### config.mk
export PLATFORM = sky130hd
export DESIGN_NAME = s_to_u_norm_flat
export DESIGN_NICKNAME = d
export VERILOG_FILES = /design/src/rtl/s_to_u_norm_if.sv /design/src/rtl/s_to_u_norm.sv /design/src/flat_wrapper.sv
export SDC_FILE = /design/constraint.sdc
export NUM_CORES = 1
export LEC_CHECK = 0
export BUFFER_PORTS_ARGS = -buffer_cell sky130_fd_sc_hd__buf_2
export CORE_UTILIZATION = 50
export CTS_CLUSTER_DIAMETER = 30
export DETAILED_ROUTE_END_ITERATION = 7
export GPL_TIMING_DRIVEN = 1
export PLACE_DENSITY = 0.73
export SYNTH_ARGS = -nofsm -noshare
export SYNTH_HDL_FRONTEND = slang
export SYNTH_SLANG_ARGS = --single-unit
export TNS_END_PERCENT = 1
### constraint.sdc
create_clock -name CLK -period 4.1 [get_ports CLK]
set_clock_uncertainty 0.15 [all_clocks]
set_input_delay 0.82 -clock CLK [delete_from_list [all_inputs] [get_ports CLK]]
set_output_delay 0.82 -clock CLK [all_outputs]
set_load 0.05 [all_outputs]
### src/rtl/s_to_u_norm_if.sv
// Stream bundle for the signed-to-unsigned normaliser: input channel (frac_signed with
// valid/ready) and result channel (sign, magnitude, lzc, normalised magnitude, flags).
interface s_to_u_norm_if #(
  parameter int unsigned WIDTH = 27,
  parameter int unsigned LZC_W = $clog2(WIDTH)
);
  logic             in_valid;
  logic             in_ready;
  logic [WIDTH-1:0] frac_signed;
  logic             out_valid;
  logic             out_ready;
  logic             sign;
  logic [WIDTH-2:0] frac_unsigned;
  logic [LZC_W-1:0] lzc;
  logic [WIDTH-2:0] frac_norm;
  logic             zero;
  logic             ovf;

  // The converter itself.
  modport slave (
    input  in_valid, frac_signed, out_ready,
    output in_ready, out_valid, sign, frac_unsigned, lzc, frac_norm, zero, ovf
  );

  // Producer of fractions and consumer of results.
  modport master (
    output in_valid, frac_signed, out_ready,
    input  in_ready, out_valid, sign, frac_unsigned, lzc, frac_norm, zero, ovf
  );
endinterface

### src/rtl/s_to_u_norm.sv
// Two-stage elastic converter: two's-complement fraction -> sign + saturated magnitude (s1),
// then leading-zero count + left-normalised magnitude (s2). Results come straight from s2.
module s_to_u_norm #(
  parameter int unsigned WIDTH = 27,
  parameter int unsigned LZC_W = $clog2(WIDTH)
) (
  input logic          CLK,
  input logic          nRST,
  s_to_u_norm_if.slave bus
);
  localparam int MagW = int'(WIDTH) - 1;

  // Stage 1 state
  logic            r_s1_valid;
  logic            r_s1_sign;
  logic            r_s1_ovf;
  logic [MagW-1:0] r_s1_mag;

  // Stage 2 state (drives the outputs)
  logic             r_s2_valid;
  logic             r_s2_sign;
  logic             r_s2_ovf;
  logic             r_s2_zero;
  logic [MagW-1:0]  r_s2_mag;
  logic [LZC_W-1:0] r_s2_lzc;
  logic [MagW-1:0]  r_s2_norm;

  // Handshake
  logic w_out_fire;
  logic w_s2_can_load;
  logic w_s1_adv;
  logic w_in_ready;
  logic w_in_fire;

  assign w_out_fire    = r_s2_valid && bus.out_ready;
  assign w_s2_can_load = !r_s2_valid || w_out_fire;
  assign w_s1_adv      = r_s1_valid && w_s2_can_load;
  assign w_in_ready    = !r_s1_valid || w_s2_can_load;
  assign w_in_fire     = bus.in_valid && w_in_ready;

  // Stage 1 datapath: the most-negative input has no representable magnitude, so saturate.
  logic            w_neg;
  logic            w_min;
  logic [MagW-1:0] w_neg_mag;
  logic [MagW-1:0] w_mag;

  assign w_neg     = bus.frac_signed[WIDTH-1];
  assign w_min     = w_neg && (bus.frac_signed[MagW-1:0] == '0);
  assign w_neg_mag = -bus.frac_signed[MagW-1:0];
  assign w_mag     = w_min ? '1 : (w_neg ? w_neg_mag : bus.frac_signed[MagW-1:0]);

  // Stage 2 datapath: leading-zero count; a zero magnitude counts as MagW leading zeros.
  logic [LZC_W-1:0] w_lzc;
  logic [MagW-1:0]  w_norm;

  // Scan upward so the highest set bit determines the final count.
  always_comb begin
    w_lzc = LZC_W'(MagW);
    for (int i = 0; i < MagW; i++) begin
      if (r_s1_mag[i]) w_lzc = LZC_W'(MagW - 1 - i);
    end
  end

  assign w_norm = r_s1_mag << w_lzc;

  // Stage valid bits: reset discards anything in flight.
  always_ff @(posedge CLK) begin
    if (!nRST) begin
      r_s1_valid <= 1'b0;
      r_s2_valid <= 1'b0;
    end else begin
      r_s1_valid <= w_in_fire || (r_s1_valid && !w_s1_adv);
      r_s2_valid <= w_s1_adv || (r_s2_valid && !w_out_fire);
    end
  end

  // Stage 1 data: capture sign and saturated magnitude on input transfer.
  always_ff @(posedge CLK) begin
    if (!nRST) begin
      r_s1_sign <= 1'b0;
      r_s1_ovf  <= 1'b0;
      r_s1_mag  <= '0;
    end else if (w_in_fire) begin
      r_s1_sign <= w_neg;
      r_s1_ovf  <= w_min;
      r_s1_mag  <= w_mag;
    end
  end

  // Stage 2 data: capture normalisation results when s1 advances; hold otherwise.
  always_ff @(posedge CLK) begin
    if (!nRST) begin
      r_s2_sign <= 1'b0;
      r_s2_ovf  <= 1'b0;
      r_s2_zero <= 1'b0;
      r_s2_mag  <= '0;
      r_s2_lzc  <= '0;
      r_s2_norm <= '0;
    end else if (w_s1_adv) begin
      r_s2_sign <= r_s1_sign;
      r_s2_ovf  <= r_s1_ovf;
      r_s2_zero <= (r_s1_mag == '0);
      r_s2_mag  <= r_s1_mag;
      r_s2_lzc  <= w_lzc;
      r_s2_norm <= w_norm;
    end
  end

  assign bus.in_ready      = w_in_ready;
  assign bus.out_valid     = r_s2_valid;
  assign bus.sign          = r_s2_sign;
  assign bus.frac_unsigned = r_s2_mag;
  assign bus.lzc           = r_s2_lzc;
  assign bus.frac_norm     = r_s2_norm;
  assign bus.zero          = r_s2_zero;
  assign bus.ovf           = r_s2_ovf;
endmodule

### src/flat_wrapper.sv
// flat-port wrapper written by rule: the top's interface ports become plain ports
module s_to_u_norm_flat 
#(
  parameter int unsigned WIDTH = 27,
  parameter int unsigned LZC_W = $clog2(WIDTH)
)
  (CLK, nRST, bus_in_valid, bus_frac_signed, bus_out_ready, bus_in_ready, bus_out_valid, bus_sign, bus_frac_unsigned, bus_lzc, bus_frac_norm, bus_zero, bus_ovf);
  s_to_u_norm_if #(.WIDTH(WIDTH), .LZC_W(LZC_W)) bus_i ();
  input logic CLK;
  input logic nRST;
  input wire logic [$bits(bus_i.in_valid)-1:0] bus_in_valid;
  input wire logic [$bits(bus_i.frac_signed)-1:0] bus_frac_signed;
  input wire logic [$bits(bus_i.out_ready)-1:0] bus_out_ready;
  output wire logic [$bits(bus_i.in_ready)-1:0] bus_in_ready;
  output wire logic [$bits(bus_i.out_valid)-1:0] bus_out_valid;
  output wire logic [$bits(bus_i.sign)-1:0] bus_sign;
  output wire logic [$bits(bus_i.frac_unsigned)-1:0] bus_frac_unsigned;
  output wire logic [$bits(bus_i.lzc)-1:0] bus_lzc;
  output wire logic [$bits(bus_i.frac_norm)-1:0] bus_frac_norm;
  output wire logic [$bits(bus_i.zero)-1:0] bus_zero;
  output wire logic [$bits(bus_i.ovf)-1:0] bus_ovf;
  assign bus_i.in_valid = bus_in_valid;
  assign bus_i.frac_signed = bus_frac_signed;
  assign bus_i.out_ready = bus_out_ready;
  assign bus_in_ready = bus_i.in_ready;
  assign bus_out_valid = bus_i.out_valid;
  assign bus_sign = bus_i.sign;
  assign bus_frac_unsigned = bus_i.frac_unsigned;
  assign bus_lzc = bus_i.lzc;
  assign bus_frac_norm = bus_i.frac_norm;
  assign bus_zero = bus_i.zero;
  assign bus_ovf = bus_i.ovf;
  s_to_u_norm #(.WIDTH(WIDTH), .LZC_W(LZC_W)) u_core (.CLK(CLK), .nRST(nRST), .bus(bus_i));
endmodule
==> impl_metrics.toml <==
[routing]
drtIter0Drc = 579
firstDrtPassIters = 7
via_count = 5484
route.detailed.drc = 0
post_drt_wl_per_cell_um = 18.3
viasPerCell = 6.26
wl_um = 16000
ant_nets = 0

[floorplanning]
floorplan.initialDensity_pct = 52.2
design.die.area_mm2 = 0.0108
num_rows = 36
die-width_um = 104
fp.coreArea_mm2 = 0.00991
boundaryPins = 93
chipHeight_um = 104

[yosys]
yosysUniqueCellTypes = 63
synthArstFlopShare_pct = 0
synth_edf_count = 0
yosys_warnings = 0
syn_nets = 704
yosys_register_bits = 90
post_synthesis_instance_area_mm2 = 0.00517
average_instance_area_after_synthesis_um2 = 7.70
synth_ff_type = "dfxtp_1"
syn_inst = 672
synth.yosys.seq_area_share_pct = 34.8

[finish]
antenna_cells = 0
multi_input_area_mm2 = 0.00308
final_layout_fill_cell_count = 956
drive_above_1_share_pct = 19.5
ff_latch_area_mm2 = 0.00180
design.final.nets = 770
synthToLayoutAreaGrowth_pct = 14.3

[clock_tree]
h-tree-depth = 3
clock-sinks = 90
cts_buffers = 9
clock-root-buffer = "clkbuf_8"
cts.reportedPaths.clkPinSlew_ps = 100
cts_hold_buf = 0
buffer_levels_on_the_longest_clock_path = 2
cts_tree = "built"
clk_latency_ps = 370
post_cts.repair.setup_buffers = 0
cts.repair.resized = 0

[sta]
max_freq_mhz = 287
report.final.hold_viol_count = 0
period_minus_slack_ps = 3480
rsz0062_at_grt = "false"
setup_viol = 0
layout_worst_path_cycle_share_pct = 84.9
final.setup.tns_ps = 0
slew-limit-headroom_pct = 19.9
report.final.slew_viol_count = 0
timing_worst_slew_pin_value_ps = 1190

[global_routing]
number_of_global_route_vias_before_repair = 4972
grt_util_all_layers_pct = 29.8
grt_pass1_wl_um = 25900
largest_net_degree_at_the_start_of_global_routing = 43
globalRouteOverflowTotal = 0
antenna_found_initial = 0

[setup_path]
worst_setup_path_end_kind = "flip-flop"
worstSetupPathType = "reg -> reg"
cp.required_ps = 4230
worst_ep_arrival_time_ps = 3610
critPathLaunchType = "flip-flop"
worstPathMaxFanout = 12

[pwr]
clock_power_share_pct = 25.1
comb_power_share_pct = 35.0
total_leakage_power_nw = 2.42
power.ir.vdd_worst_v = 0.000202
p_switching_mw = 1.01
powerDensity_mw_per_mm2 = 427
p_seq_share_pct = 39.9
internal_power_mw = 1.51
netSwitchingFraction_pct = 40.2
total_power_mw = 2.52

[placed_design]
replace_congestion = 0.960
io_buffer_count = 92
dp.final_hpwl_um = 11600

[job]
max_cap_viol_count = 0

[outcome]
status = "finished clean"

[hold_path]
hold_path_class = "reg -> reg"
[cells in the mapped netlist (all sizes together), types with 13 or more instances]
| library cell | instances | area (um^2) |
|---|---|---|
| o211ai | 13 | 97.6 |
| o21ai | 56 | 280 |
| mux2i | 21 | 210 |
| nand2 | 94 | 353 |
| xor2 | 23 | 201 |
| nor3 | 13 | 65.1 |
| nand3 | 15 | 75.1 |
| a21oi | 75 | 379 |
| dfxtp | 90 | 1800 |
| buf | 13 | 76.3 |
| nor2 | 48 | 180 |
| clkbuf | 45 | 170 |
[registers in the layout (all words and copies together) (netlist names)]
| name | count |
|---|---|
| u_core.r_s1_ovf | 1 |
| u_core.bus.frac_unsigned | 26 |
| u_core.r_s1_mag | 26 |
| u_core.r_s1_sign | 1 |
| u_core.bus.ovf | 1 |
| u_core.bus.out_valid | 1 |
| u_core.bus.frac_norm | 26 |
| u_core.r_s1_valid | 1 |
| u_core.bus.zero | 1 |
| u_core.bus.sign | 1 |
| u_core.bus.lzc | 5 |
[layout by cell type, fill, tap and decap left out, types with 5 or more instances in the layout]
master      n
o311ai_0    5
o211ai_1   13
nand2b_1    5
a21o_1      7
nand3_1    15
or4_1       6
clkbuf_8    9
and3_1     10
o21ai_0    55
dfxtp_1    90
buf_4      21
inv_1      12
a21oi_1    74
xor2_1     23
a221o_1     7
o41ai_1     6
nor3_1     13
a22oi_1    10
buf_2      92
o31ai_1     6
nor2_1     48
nand2_1    94
mux2i_1    21
o2111ai_1   6
or3_1       6
nor4_1      7
[layer usage]
layer	wire length (um)	up-vias	GRT usage (%)
met5	0	-	0
met4	599	0	13.8
met3	1050	48	4.09
met2	7620	260	49.9
met1	6740	2572	37.9
li1	-	2604	-
[kinds of logic (layout without fill, tap and decap cells)]
family	count (synthesis)	count (layout)	synth area share, %
AOI/OAI and AO/OA	240	240	30.6
xor gates and xnor gates	24	24	4.06
adders and majority gates	1	1	0.242
buffers and inverters	70	141	5.64
DFF	90	90	34.8
muxes	24	24	4.72
and+or+nand+nor	223	223	19.9
[area by class of cell]
class	count	share of cell area [%]
multi-input combinational	512	52.1
sequential	90	30.5
timing repair buffer	113	10.5
tap	133	2.81
clock buffer	10	2.16
clock inverter	6	1.25
inverter	12	0.762
[worst paths after layout]
path                                               from                       end  slack [ps]  cells past startpoint
worst max register to register      u_core.r_s1_mag[17]  u_core.bus.frac_norm[14]         620                      8
worst min register to register  u_core.bus.frac_norm[6]   u_core.bus.frac_norm[6]         310                      2
worst min-delay path            u_core.bus.frac_norm[6]   u_core.bus.frac_norm[6]         310                      2
worst max-delay path                u_core.r_s1_mag[17]  u_core.bus.frac_norm[14]         620                      8
[power by group through the flow]
stage | clock network (mW) | logic [mW] | registers, mW
after floorplan | 0 | 0.523 | 1.12
after global placement | 0 | 0.861 | 1.02
after detailed placement | 0 | 0.864 | 1.02
after CTS | 0.640 | 0.868 | 1.00
after global routing | 0.680 | 0.945 | 1.02
final | 0.635 | 0.883 | 1.01
[stage by stage]
step | setup slack, ps | utilization, % | hold slack [ps] | area [um^2] | instances
2_1_floorplan | 584 | - | 279 | 5170 | 672
3_3_place_gp | 416 | 57.6 | 283 | 5710 | 860
3_5_place_dp | 393 | 57.6 | 289 | 5710 | 860
4_1_cts | 679 | 59.7 | 307 | 5910 | 876
5_1_grt | 320 | 59.7 | 327 | 5910 | 876
6_report | 620 | 59.7 | 305 | 5910 | 876
[critical path: stages, from the launching register on]
cell and delay, ps:
dfxtp_1 490, nor2b_1 210, a311oi_1 80, o21ai_0 940, a21oi_1 330, or4_1 580, a21oi_1 290, nor3_1 100
a211o_1 230
Power figures use the tool's default switching activity.
